File: src/rtl/digital_equalizer_pkg.sv
// Shared definitions for the digital equalizer.
//   DEQ_DATA_W : default sample width
//   Q26_UNITY  : unity gain in unsigned Q2.6 (64)
//   Q26_FRAC   : fractional bits of the Q2.6 gains
//   EQ_W       : width of the EQ_out magnitude class (5)
//   sat_to_width : clamp a wide signed value to a two's-complement width
//   bit_len      : bit length of |v|, clipped to 31
package digital_equalizer_pkg;

  localparam int DEQ_DATA_W = 16;
  localparam int Q26_UNITY  = 64;
  localparam int Q26_FRAC   = 6;
  localparam int EQ_W       = 5;
  localparam int EQ_MAX     = 31;
  localparam int CALC_W     = 64;

  typedef logic signed [CALC_W-1:0] calc_t;

  function automatic calc_t sat_to_width(input calc_t v, input int w);
    calc_t max_v;
    calc_t min_v;
    max_v = (calc_t'(1) <<< (w - 1)) - calc_t'(1);
    min_v = -max_v - calc_t'(1);
    if (v > max_v) return max_v;
    if (v < min_v) return min_v;
    return v;
  endfunction

  function automatic logic [EQ_W-1:0] bit_len(input calc_t v);
    logic [CALC_W-1:0] mag;
    int len;
    mag = (v < 0) ? -v : v;
    len = 0;
    for (int i = 0; i < CALC_W; i++) begin
      if (mag[i]) len = i + 1;
    end
    if (len > EQ_MAX) len = EQ_MAX;
    return len[EQ_W-1:0];
  endfunction

endpackage

File: src/rtl/deq_band_split.sv
// Per-channel one-pole low/high band split.
// Holds the left and right low-band states; the channel selected by lr is
// read combinationally and written back on the clock edge when en is high.
// Ports:
//   clk     : clock, rising edge
//   reset_n : synchronous active-low reset, clears both channel states
//   en      : commit lo_new into the selected channel state
//   lr      : channel select (0 = left, 1 = right)
//   x       : signed input sample
//   lo_new  : updated low-band value for the selected channel
//   hi      : high-band residue x - lo_new
module deq_band_split
  import digital_equalizer_pkg::*;
#(
  parameter int DATA_W      = DEQ_DATA_W,
  parameter int ALPHA_SHIFT = 4
) (
  input  logic                     clk,
  input  logic                     reset_n,
  input  logic                     en,
  input  logic                     lr,
  input  logic signed [DATA_W-1:0] x,
  output logic signed [DATA_W+1:0] lo_new,
  output logic signed [DATA_W+1:0] hi
);

  localparam int LO_W = DATA_W + 2;
  localparam int DL_W = LO_W + 1;

  logic signed [LO_W-1:0] lo_l;
  logic signed [LO_W-1:0] lo_r;
  logic signed [LO_W-1:0] lo_sel;
  logic signed [LO_W-1:0] x_ext;
  logic signed [DL_W-1:0] delta;

  // The low band tracks the input, so lo stays inside the sample range; the
  // extra delta bit only keeps x - lo exact before the shift.
  always_comb begin
    lo_sel = lr ? lo_r : lo_l;
    x_ext  = LO_W'(x);
    delta  = DL_W'(x_ext) - DL_W'(lo_sel);
    lo_new = lo_sel + LO_W'(delta >>> ALPHA_SHIFT);
    hi     = x_ext - lo_new;
  end

  always_ff @(posedge clk) begin
    if (!reset_n) begin
      lo_l <= '0;
      lo_r <= '0;
    end else if (en) begin
      if (lr) lo_r <= lo_new;
      else    lo_l <= lo_new;
    end
  end

endmodule

File: src/rtl/digital_equalizer.sv
// Two-band stereo equalizer: one-pole low/high split per channel, then a
// Q2.6 gain on each band, recombined and saturated. Latency is two clocks
// from the strobe edge; one sample per cycle may be in flight at each stage.
// Parameters:
//   DATA_W      : sample width (two's complement)
//   ALPHA_SHIFT : low-band smoothing shift, 1..8
//   LOW_GAIN    : low-band gain, unsigned Q2.6 (0..255, 64 = unity)
//   HIGH_GAIN   : high-band gain, unsigned Q2.6 (0..255, 64 = unity)
// Ports:
//   SCK     : clock, rising edge
//   reset_n : synchronous active-low reset
//   SFS     : frame sync, each 0->1 transition introduces one sample
//   D       : signed input sample, taken in the strobe cycle
//   LR      : channel of D (0 = left, 1 = right)
//   BYPASS  : only when DEQ_BYPASS_EN is defined; passes x through
//   D_out   : equalized, saturated sample, held between updates
//   EQ_out  : bit length of |y - x| for the last output (unsaturated y)
// Build option: define DEQ_BYPASS_EN to add the BYPASS input.
module digital_equalizer
  import digital_equalizer_pkg::*;
#(
  parameter int DATA_W      = DEQ_DATA_W,
  parameter int ALPHA_SHIFT = 4,
  parameter int LOW_GAIN    = Q26_UNITY,
  parameter int HIGH_GAIN   = Q26_UNITY
) (
  input  logic                     SCK,
  input  logic                     reset_n,
  input  logic                     SFS,
  input  logic signed [DATA_W-1:0] D,
  input  logic                     LR,
`ifdef DEQ_BYPASS_EN
  input  logic                     BYPASS,
`endif
  output logic signed [DATA_W-1:0] D_out,
  output logic        [EQ_W-1:0]   EQ_out
);

  localparam int LO_W   = DATA_W + 2;
  localparam int PROD_W = DATA_W + 12;

  localparam logic signed [PROD_W-1:0] LOW_G_S  = PROD_W'(LOW_GAIN);
  localparam logic signed [PROD_W-1:0] HIGH_G_S = PROD_W'(HIGH_GAIN);

  logic                     sfs_q;
  logic                     strobe;

  logic signed [DATA_W-1:0] x_p0;
  logic                     lr_p0;
  logic                     vld_p0;

  logic signed [LO_W-1:0]   lo_new;
  logic signed [LO_W-1:0]   hi;

  logic signed [LO_W-1:0]   lo_p1;
  logic signed [LO_W-1:0]   hi_p1;
  logic signed [DATA_W-1:0] x_p1;
  logic                     vld_p1;

  logic signed [PROD_W-1:0] acc;
  logic signed [PROD_W-1:0] y_full;
  calc_t                    corr;
  logic signed [DATA_W-1:0] d_nxt;
  logic        [EQ_W-1:0]   eq_nxt;

`ifdef DEQ_BYPASS_EN
  logic                     byp_p0;
  logic                     byp_p1;
`endif

  // ---- stage 0: edge detect and sample capture ----
  // sfs_q resets high so SFS already high at reset release is not a new frame.
  assign strobe = SFS & ~sfs_q;

  always_ff @(posedge SCK) begin
    if (!reset_n) begin
      sfs_q  <= 1'b1;
      vld_p0 <= 1'b0;
    end else begin
      sfs_q  <= SFS;
      vld_p0 <= strobe;
    end
  end

  always_ff @(posedge SCK) begin
    if (strobe) begin
      x_p0  <= D;
      lr_p0 <= LR;
`ifdef DEQ_BYPASS_EN
      byp_p0 <= BYPASS;
`endif
    end
  end

  // ---- stage 1: band split and per-channel state update ----
  deq_band_split #(
    .DATA_W      (DATA_W),
    .ALPHA_SHIFT (ALPHA_SHIFT)
  ) u_band_split (
    .clk     (SCK),
    .reset_n (reset_n),
    .en      (vld_p0),
    .lr      (lr_p0),
    .x       (x_p0),
    .lo_new  (lo_new),
    .hi      (hi)
  );

  always_ff @(posedge SCK) begin
    if (!reset_n) vld_p1 <= 1'b0;
    else          vld_p1 <= vld_p0;
  end

  always_ff @(posedge SCK) begin
    if (vld_p0) begin
      lo_p1 <= lo_new;
      hi_p1 <= hi;
      x_p1  <= x_p0;
`ifdef DEQ_BYPASS_EN
      byp_p1 <= byp_p0;
`endif
    end
  end

  // ---- stage 2: band gains, recombine, saturate ----
  // PROD_W leaves headroom for two 255x products of an 18-bit band value.
  always_comb begin
    acc    = PROD_W'(lo_p1) * LOW_G_S + PROD_W'(hi_p1) * HIGH_G_S;
    y_full = acc >>> Q26_FRAC;
    corr   = calc_t'(y_full) - calc_t'(x_p1);
    d_nxt  = DATA_W'(sat_to_width(calc_t'(y_full), DATA_W));
    eq_nxt = bit_len(corr);
`ifdef DEQ_BYPASS_EN
    if (byp_p1) begin
      d_nxt  = x_p1;
      eq_nxt = '0;
    end
`endif
  end

  always_ff @(posedge SCK) begin
    if (!reset_n) begin
      D_out  <= '0;
      EQ_out <= '0;
    end else if (vld_p1) begin
      D_out  <= d_nxt;
      EQ_out <= eq_nxt;
    end
  end

endmodule

File: config.mk
export PLATFORM = sky130hd
export DESIGN_NAME = digital_equalizer
export DESIGN_NICKNAME = d
export VERILOG_FILES = /design/src/rtl/digital_equalizer_pkg.sv /design/src/rtl/deq_band_split.sv /design/src/rtl/digital_equalizer.sv
export SDC_FILE = /design/constraint.sdc
export NUM_CORES = 1
export LEC_CHECK = 0
export BUFFER_PORTS_ARGS = -buffer_cell sky130_fd_sc_hd__clkbuf_2
export CAP_MARGIN = 15
export CORE_ASPECT_RATIO = 0.6
export CORE_UTILIZATION = 57
export CTS_BUF_LIST = sky130_fd_sc_hd__clkbuf_16
export DETAILED_ROUTE_END_ITERATION = 10
export PLACE_DENSITY = 0.74
export SKIP_LAST_GASP = 1
export SLEW_MARGIN = 20
export SYNTH_ARGS = -nofsm -noshare
export SYNTH_HDL_FRONTEND = slang
export SYNTH_HIERARCHICAL = 1
export SYNTH_SLANG_ARGS = --single-unit
File: constraint.sdc
create_clock -name SCK -period 6.3 [get_ports SCK]
set_input_delay 0.63 -clock SCK [delete_from_list [all_inputs] [get_ports SCK]]
set_output_delay 0.63 -clock SCK [all_outputs]
set_load 0.1 [all_outputs]
; ---- Yosys cells after proc, flatten, opt, wreduce, memory -nomap -nowiden
; Cells that the tools add are included.
[totals]
out_inout_bits = 21
in_bits = 20
reg_bits = 129
word_cells = 101
[classes]
n_bitwise = 3
reduce_logical = 2
n_addsub = 6
magnitude_cmp = 4
n_mux = 74
[op_table]
columns = op, count
row1 = $mux 32, 63
row2 = $mux 16, 4
row3 = $mux 64, 1
row4 = $neg 20->64, 1
row5 = $gt 32x6->1 const B, 1
row6 = $add 24x24->25, 1
row7 = $lt 20x1->1 const B, 1
row8 = $sub 19x16->20, 1
row9 = $gt 19x16->1 const B, 1
row10 = $lt 19x16->1 const B, 1
row11 = $sub 16x18->19, 1
row12 = $add 18x15->18, 1
row13 = $mux 18, 1
row14 = $sub 16x18->18, 1
row15 = $mux 5, 1
row16 = $mux 1, 4
row17 = $reduce_and 2->1, 2
row18 = $not 1->1, 2
row19 = $and 1x1->1, 1

; ---- Longest topological paths before layout
; Gate-level depths: netlist of run 1.
[depth]
ltp_word = 70
depth_mapped = 29
depth_no_buf = 27

; ---- Modules after synthesis
; The synthesis of run 1 kept the hierarchy.
[by_module_without_submodules]
columns = mod, instances, cells_each, seq_area_each_um2, area_each_um2
row1 = digital_equalizer, 1, 596, 2552.4, 5938.2
row2 = deq_band_split, 1, 559, 720.7, 4275.4

; ---- Least setup slack after synthesis of run 1
; No wires, ideal clock.
[synth_timing]
path_kind = reg2reg
from = reg lr_p0
to = reg hi_p1[17], data pin
setup_slack_ps = 566
synth_period_minus_slack_ps = 5734
path_buffers = 2
stages_incl_launch_ff = 23
setup_time_ps = 266
arrival_ps = 5467
required_ps = 6034
cell_sequence = edfxtp_1 > buf_1 > clkbuf_1 > mux2i_1 > ha_1 > a21o_1 > nor3_1 > o21ai_0 > xor2_1 > ha_1 > nor3_1 > nand3_2 > and2_1 > xnor2_1 > ha_1 > a21o_1 > a31oi_1 > o2111ai_1 > o311a_1 > or4b_1 > and4b_1 > a211oi_2 > xnor2_1
[synth_between]
elab_chain_len = 4
[synth_rtl]
columns = element, line
row1 = start: declaration, digital_equalizer.sv:49  ; logic lr_p0;
row2 = start signal: assignment, digital_equalizer.sv:88  ; lr_p0 <= LR;
row3 = $mux 18 (*), deq_band_split.sv:39  ; lo_sel = lr ? lo_r : lo_l;
row4 = $sub 16x18->19, deq_band_split.sv:41  ; delta = DL_W'(x_ext) - DL_W'(lo_sel);
row5 = $add 18x15->18 (*), deq_band_split.sv:42  ; lo_new = lo_sel + LO_W'(delta >>> ALPHA_SHIFT);
row6 = $sub 16x18->18 (*), deq_band_split.sv:43  ; hi = x_ext - lo_new;
row7 = net hi[17], digital_equalizer.sv:53  ; logic signed [LO_W-1:0] hi;
row8 = end signal: assignment, digital_equalizer.sv:117  ; hi_p1 <= hi;
row9 = end: declaration, digital_equalizer.sv:56  ; logic signed [LO_W-1:0] hi_p1;
; The timed path passes the listed nets; every way through them passes the cells marked *.
; A chain may end at the register's enable or synchronous reset.

; ---- Final worst setup path of run 1
; Same ends and word-level chain as after synthesis.

==> results of run 1 <==
timing repair:
| action | in CTS | in global routing |
|---|---|---|
| setup buffers | 0 | 0 |
| resized for setup | 0 | 7 |
| setup endpoints to repair | 0 | 5 |
| endpoints found under the hold margin | 0 | 0 |
layout make-up:
cell class,instances,area [um^2]
multi-input cells,905,6510
flip-flops and latches,129,3270
clock buffers,17,425
inverters,85,319
well taps,234,293
repair buffers,65,388
fillers,1445,5920
clock inverters,15,188
registers in the layout, summed over array words and instances, names as in the netlist, 5 cells and up:
signal / count
D_out: 16
lo_p1: 18
u_band_split/lo_r: 18
x_p1: 16
u_band_split/lo_l: 18
hi_p1: 18
EQ_out: 5
x_p0: 16
stage by stage:
stage                     hold slack, ns  cell area, um^2  utilization  TNS (ns)
after floorplan                    0.426            10200            -         0
after global placement             0.441            10700        0.620         0
after detailed placement           0.441            10700        0.620         0
after CTS                          0.366            11300        0.655         0
after global routing               0.366            11400        0.658    -0.140
final                              0.382            11400        0.658         0
final timing paths:
check,cells after the start,slack [ns],from,to
max,27,0.12,lr_p0,hi_p1[17]
min,1,0.38,D[8],x_p0[8]
max reg2reg,27,0.12,lr_p0,hi_p1[17]
min reg2reg,2,0.46,EQ_out[3],EQ_out[3]
power groups by stage:
stage | combinational (uW) | clock (uW) | sequential (uW)
floorplan | 530 | 0 | 970
global placement | 713 | 0 | 948
detailed placement | 723 | 0 | 948
CTS | 731 | 1060 | 931
global route | 824 | 1090 | 932
finish | 751 | 1040 | 931
routing by layer:
metal  part of all wire  wire length [um]  up-vias  track usage
met1               0.51             13100     4123        0.444
met5                  0                 0        -            0
li1                   -                 -     4367            -
met2               0.40             10300      342        0.402
met4             0.0066               172        0       0.0646
met3              0.089              2320       14       0.0718
placed cells by master, fill, tap and decap left out, types with 20 or more instances in the layout:
cell type | synthesis | final
nand2_1 | 121 | 121
ha_1 | 86 | 86
inv_1 | 85 | 85
nor2_1 | 75 | 75
edfxtp_1 | 69 | 69
dfxtp_1 | 60 | 59
o21ai_0 | 60 | 59
a21oi_1 | 57 | 57
xnor2_1 | 53 | 52
clkbuf_2 | 0 | 40
and2_1 | 35 | 35
a21o_1 | 29 | 29
nand3_1 | 25 | 25
buf_4 | 0 | 25
xor2_1 | 25 | 24
nor3_1 | 22 | 22
mux2i_1 | 21 | 20
cells by family (layout without fill, tap and decap cells):
kind of cell / Yosys count / after routing
XOR/XNOR: 80 / 80
adder cells (fa/ha/maj): 91 / 91
flip-flops: 129 / 129
AO/OA/AOI/OAI: 331 / 331
multiplexers: 24 / 24
AND/OR/NAND/NOR: 379 / 379
buffers and inverters: 121 / 182
==> out/results.ini, run 1 <==
[final_layout]
syn_to_final_growth_pct = 11.6
drive_gt1_frac = 0.118
final_cells = 1450
n_antenna_cell = 0
finalNetCount = 1313

[clock_network]
cts_sinks = 129
cts_buffers = 17
path_clk_slew_ns = 0.06
clkLatencyLatePin_ns = 0.43
cts_root_buf = clkbuf_16
ctsHoldBuffers = 0
cts.path.max_buffers = 2
htreeDepth = 4
cts_tree = yes

[job]
maxCapViolations = 0

[floorplanning]
die_w_um = 175
io_pins = 41
start_util = 0.590
fp.dieArea_um2 = 18500
die_y_um = 106
rows = 37
core_area_um2 = 17300

[power]
ir_drop_v = 0.000251
pwr-share-clk = 0.383
combPwrFrac = 0.275
switching_share = 0.315
powerDensity_nw_per_um2 = 239
power_uw = 2730
pwr-share-seq = 0.341
p_int_uw = 1870
p_sw_uw = 860
p_leak_uw = 0.00490

[worst_setup_path]
crit_path_end_kind = flip-flop
critPathMostFrequentCell = a21oi_1
critical_path.max_stage_delay_ns = 0.45
required_ns = 6.45
worstPathMaxFanout = 4
critical_path_buf_inv_count = 1
worst_path_max_delay_cell = edfxtp_1
cp-start-kind = flip-flop
crit_family = compound AO/OA/AOI/OAI gates
cp.arrival_ns = 6.33
critPathKind = flip-flop to flip-flop

[placement]
dp.cells = 1418
portBuffers = 40
gp_congestion = 0.903
place_ws_ns = 0.303
dp_hpwl_mm = 19.6

[global_routing]
grt_pass1_vias = 8023
antenna_found_initial = 0
grtUsageTotal = 0.290
grt_pass1_wl_mm = 42.1
grt.overflow.total = 0
grt_max_degree = 48

[synth]
yosys.area_share.simple = 0.186
yosysTopAreaCellShare = 0.203
synth_flop_cell = edfxtp_1
ys_top_cells_by_area = edfxtp_1 (20%), dfxtp_1 (12%), ha_1 (11%), xnor2_1 (4.5%), nand2_1 (4.4%)
syn_area_um2 = 10200
synthCells = 1155
synthTopCellsByCount = nand2_1 (121), ha_1 (86), inv_1 (85), nor2_1 (75), edfxtp_1 (69)
yosys.area.top_type = edfxtp_1
synth_xor_area_frac = 0.0701
synth_area_per_cell_um2 = 8.84
synthMuxAreaShare = 0.0239
ys_async_sr_fraction = 0
synth_top_family_by_area = compound AO/OA/AOI/OAI gates
synth_cell_type_count = 95
synth_seq_cells = 129
ys_warn_count = 6
yosysSeqAreaShare = 0.320
synth_nets = 1265
synth_most_common_cell = nand2_1
synthAdderAreaFrac = 0.114
synth_compound_area_frac = 0.238
synth-edff-count = 69

[route]
drt-vias-per-instance = 6.10
ant_nets = 0
vias = 8846
dr.pass1.iters = 5
drtIter0Drc = 918
wl_per_cell_um = 17.9
wirelength_mm = 26.0
drc = 0

[timing]
slew_violations = 0
rsz0062_at_grt = yes
final.setup.worst_slack_ns = 0.118
skew_ns = 0.0153
finalCritPeriodShare = 0.981
final.min_clock_period_ns = 6.18
finalSetupViolCount = 0
worstMarginPinSlew_ns = 1.18
hold_violations = 0
fmax_ghz = 0.162
slew-limit-headroom = 0.209

[worst_hold_path]
hold_class = primary input to flip-flop

[outcome]
status = finished, final reports clean

Power figures use the tool's default switching activity.
==> run 2, diff against run 1 <==
--- a/config.mk
+++ b/config.mk
@@ -13,4 +13,5 @@
 export DETAILED_ROUTE_END_ITERATION = 10
 export PLACE_DENSITY = 0.74
+export SETUP_SLACK_MARGIN = 0.4
 export SKIP_LAST_GASP = 1
 export SLEW_MARGIN = 20
==> constraint.sdc (replaced) <==
create_clock -name SCK -period 6.3 [get_ports SCK]
set_input_delay 1.26 -clock SCK [delete_from_list [all_inputs] [get_ports SCK]]
set_output_delay 1.26 -clock SCK [all_outputs]
set_load 0.1 [all_outputs]
==> out/results.ini, run 2 (same netlist as run 1, synthesis figures left out) <==
[final_layout]
utilization = 0.691  ; +0.0328
layout_commonest_cell = nand2_1
drive_gt1_frac = 0.181  ; +0.0624
seqCellArea_um2 = 3270  ; unchanged
fillCellCount = 1345  ; -6.9%
n_antenna_cell = 0  ; unchanged
finalNetCount = 1336  ; +1.8%
syn_to_final_growth_pct = 17.1
final_cell_mix = nand2_1 (121), inv_1 (84), ha_1 (75)
final_area_um2 = 12000  ; +5.0%
multi_input_area_um2 = 6900  ; +6.0%

[route]
ant_nets = 0  ; unchanged
dr.pass1.iters = 5  ; unchanged
drc = 0  ; unchanged
vias = 9100  ; +2.9%
wl_per_cell_um = 18.6  ; +3.9%
wirelength_mm = 27.4  ; +5.6%
drt-vias-per-instance = 6.18  ; +1.3%
drtIter0Drc = 1014  ; +10%

[worst_setup_path]
cp-start-kind = flip-flop
required_ns = 6.46  ; about the same
critPathKind = flip-flop to flip-flop
worstPathMaxFanout = 5  ; +1
critical_path_buf_inv_count = 3  ; +2
crit_path_end_kind = flip-flop
worst_path_max_delay_cell = or4b_4
crit_family = compound AO/OA/AOI/OAI gates
cp.arrival_ns = 6.01  ; -0.32 ns
critical_path.max_stage_delay_ns = 0.48  ; +0.03 ns

[outcome]
status = finished, final reports clean

[global_routing]
grtUsageMet2 = 0.401  ; -0.000850
grtUsageTotal = 0.291  ; +0.00152
antenna_found_initial = 0  ; unchanged
grt.overflow.total = 0  ; unchanged
grt-busiest-layer = met1
grt_max_degree = 48  ; unchanged
use_met1 = 0.442  ; -0.00218
grt_pass1_wl_mm = 42.1  ; about the same
grt_pass1_vias = 8028  ; +0.062%
grtUsageMet3 = 0.0884  ; +0.0166

[clock_network]
cts.path.max_buffers = 2  ; unchanged
cts_root_buf = clkbuf_16
clkLatencyLatePin_ns = 0.43  ; about the same
htreeDepth = 4  ; unchanged
path_clk_slew_ns = 0.07  ; about the same
cts_buffers = 17  ; unchanged
ctsHoldBuffers = 0  ; unchanged
cts_tree = yes
cts_sinks = 129  ; unchanged

[placement]
gp_congestion = 0.903  ; unchanged
portBuffers = 40  ; unchanged
postPlaceCellArea_um2 = 10700  ; unchanged
dp_hpwl_mm = 19.6  ; unchanged
place_ws_ns = 0.303  ; unchanged

[floorplanning]
die_y_um = 106  ; unchanged
core_area_um2 = 17300  ; unchanged
start_util = 0.590  ; unchanged
die_w_um = 175  ; unchanged
rows = 37  ; unchanged
fp.dieArea_um2 = 18500  ; unchanged
io_pins = 41  ; unchanged

[timing]
skew_ns = 0.0150  ; -0.000314 ns
holdWs_ns = 0.458  ; +0.0768 ns
rsz0062_at_grt = yes
fmax_ghz = 0.171  ; +5.6%
hold_violations = 0  ; unchanged
slew-limit-headroom = 0.215  ; +0.00555
finalCritPeriodShare = 0.929  ; -0.0521
fin_tns_setup_ns = 0  ; unchanged
worstMarginPinSlew_ns = 1.17  ; -0.00829 ns
finalSetupViolCount = 0  ; unchanged
slew_violations = 0  ; unchanged
final.setup.worst_slack_ns = 0.446  ; +0.328 ns
final.min_clock_period_ns = 5.85  ; -0.328 ns

[power]
powerDensity_nw_per_um2 = 234  ; -2.1%
p_leak_uw = 0.00506  ; +3.4%
ir_drop_v = 0.000250  ; -0.35%

[job]
maxCapViolations = 0  ; unchanged

[worst_hold_path]
hold_class = flip-flop to flip-flop

-- run 2: tightest hold or removal path, cell delays in order, from the launching register on --
cell	delay [ns]
dfxtp_1	0.33
nand2_1	0.05
o31ai_1	0.05
-- run 2: area by class of cell --
type	count	share of cell area
clock buffers	17	0.0356
clock inverters	15	0.0157
inverters	85	0.0267
multi-input cells	905	0.576
flip-flops and latches	129	0.274
well taps	234	0.0245
repair buffers	88	0.0475
-- run 2: what timing repair did --
action / in CTS / in global routing
pin swaps: 2 / 39
setup buffers: 3 / 20
resized for setup: 7 / 77
endpoints found under the setup margin: 3 / 9
-- run 2: final timing paths --
kind / cells after the start / to / slack, ns / start
max: 27 / hi_p1[17] / 0.45 / lr_p0
min: 2 / EQ_out[3] / 0.46 / EQ_out[3]
max reg2reg: 27 / hi_p1[17] / 0.45 / lr_p0
min reg2reg: 2 / EQ_out[3] / 0.46 / EQ_out[3]
-- run 2: stage by stage --
step | power [uW] | instances
after detailed placement | 1670 | 1418
final | 2800 | 1473
after floorplan | 1500 | 1155
after global routing | 2920 | 1473
after CTS | 2720 | 1453
after global placement | 1660 | 1418
-- run 2: layer usage --
layer | part of all wire | vias up
li1 | - | 4394
met1 | 0.48 | 4277
met2 | 0.41 | 397
met3 | 0.097 | 32
met4 | 0.011 | 0
met5 | 0 | -
-- run 2: report_power, final --
group / total [uW] / switching (uW) / internal [uW]
sequential: 932 / 14.9 / 917
clock: 1050 / 392 / 659
combinational: 819 / 493 / 326
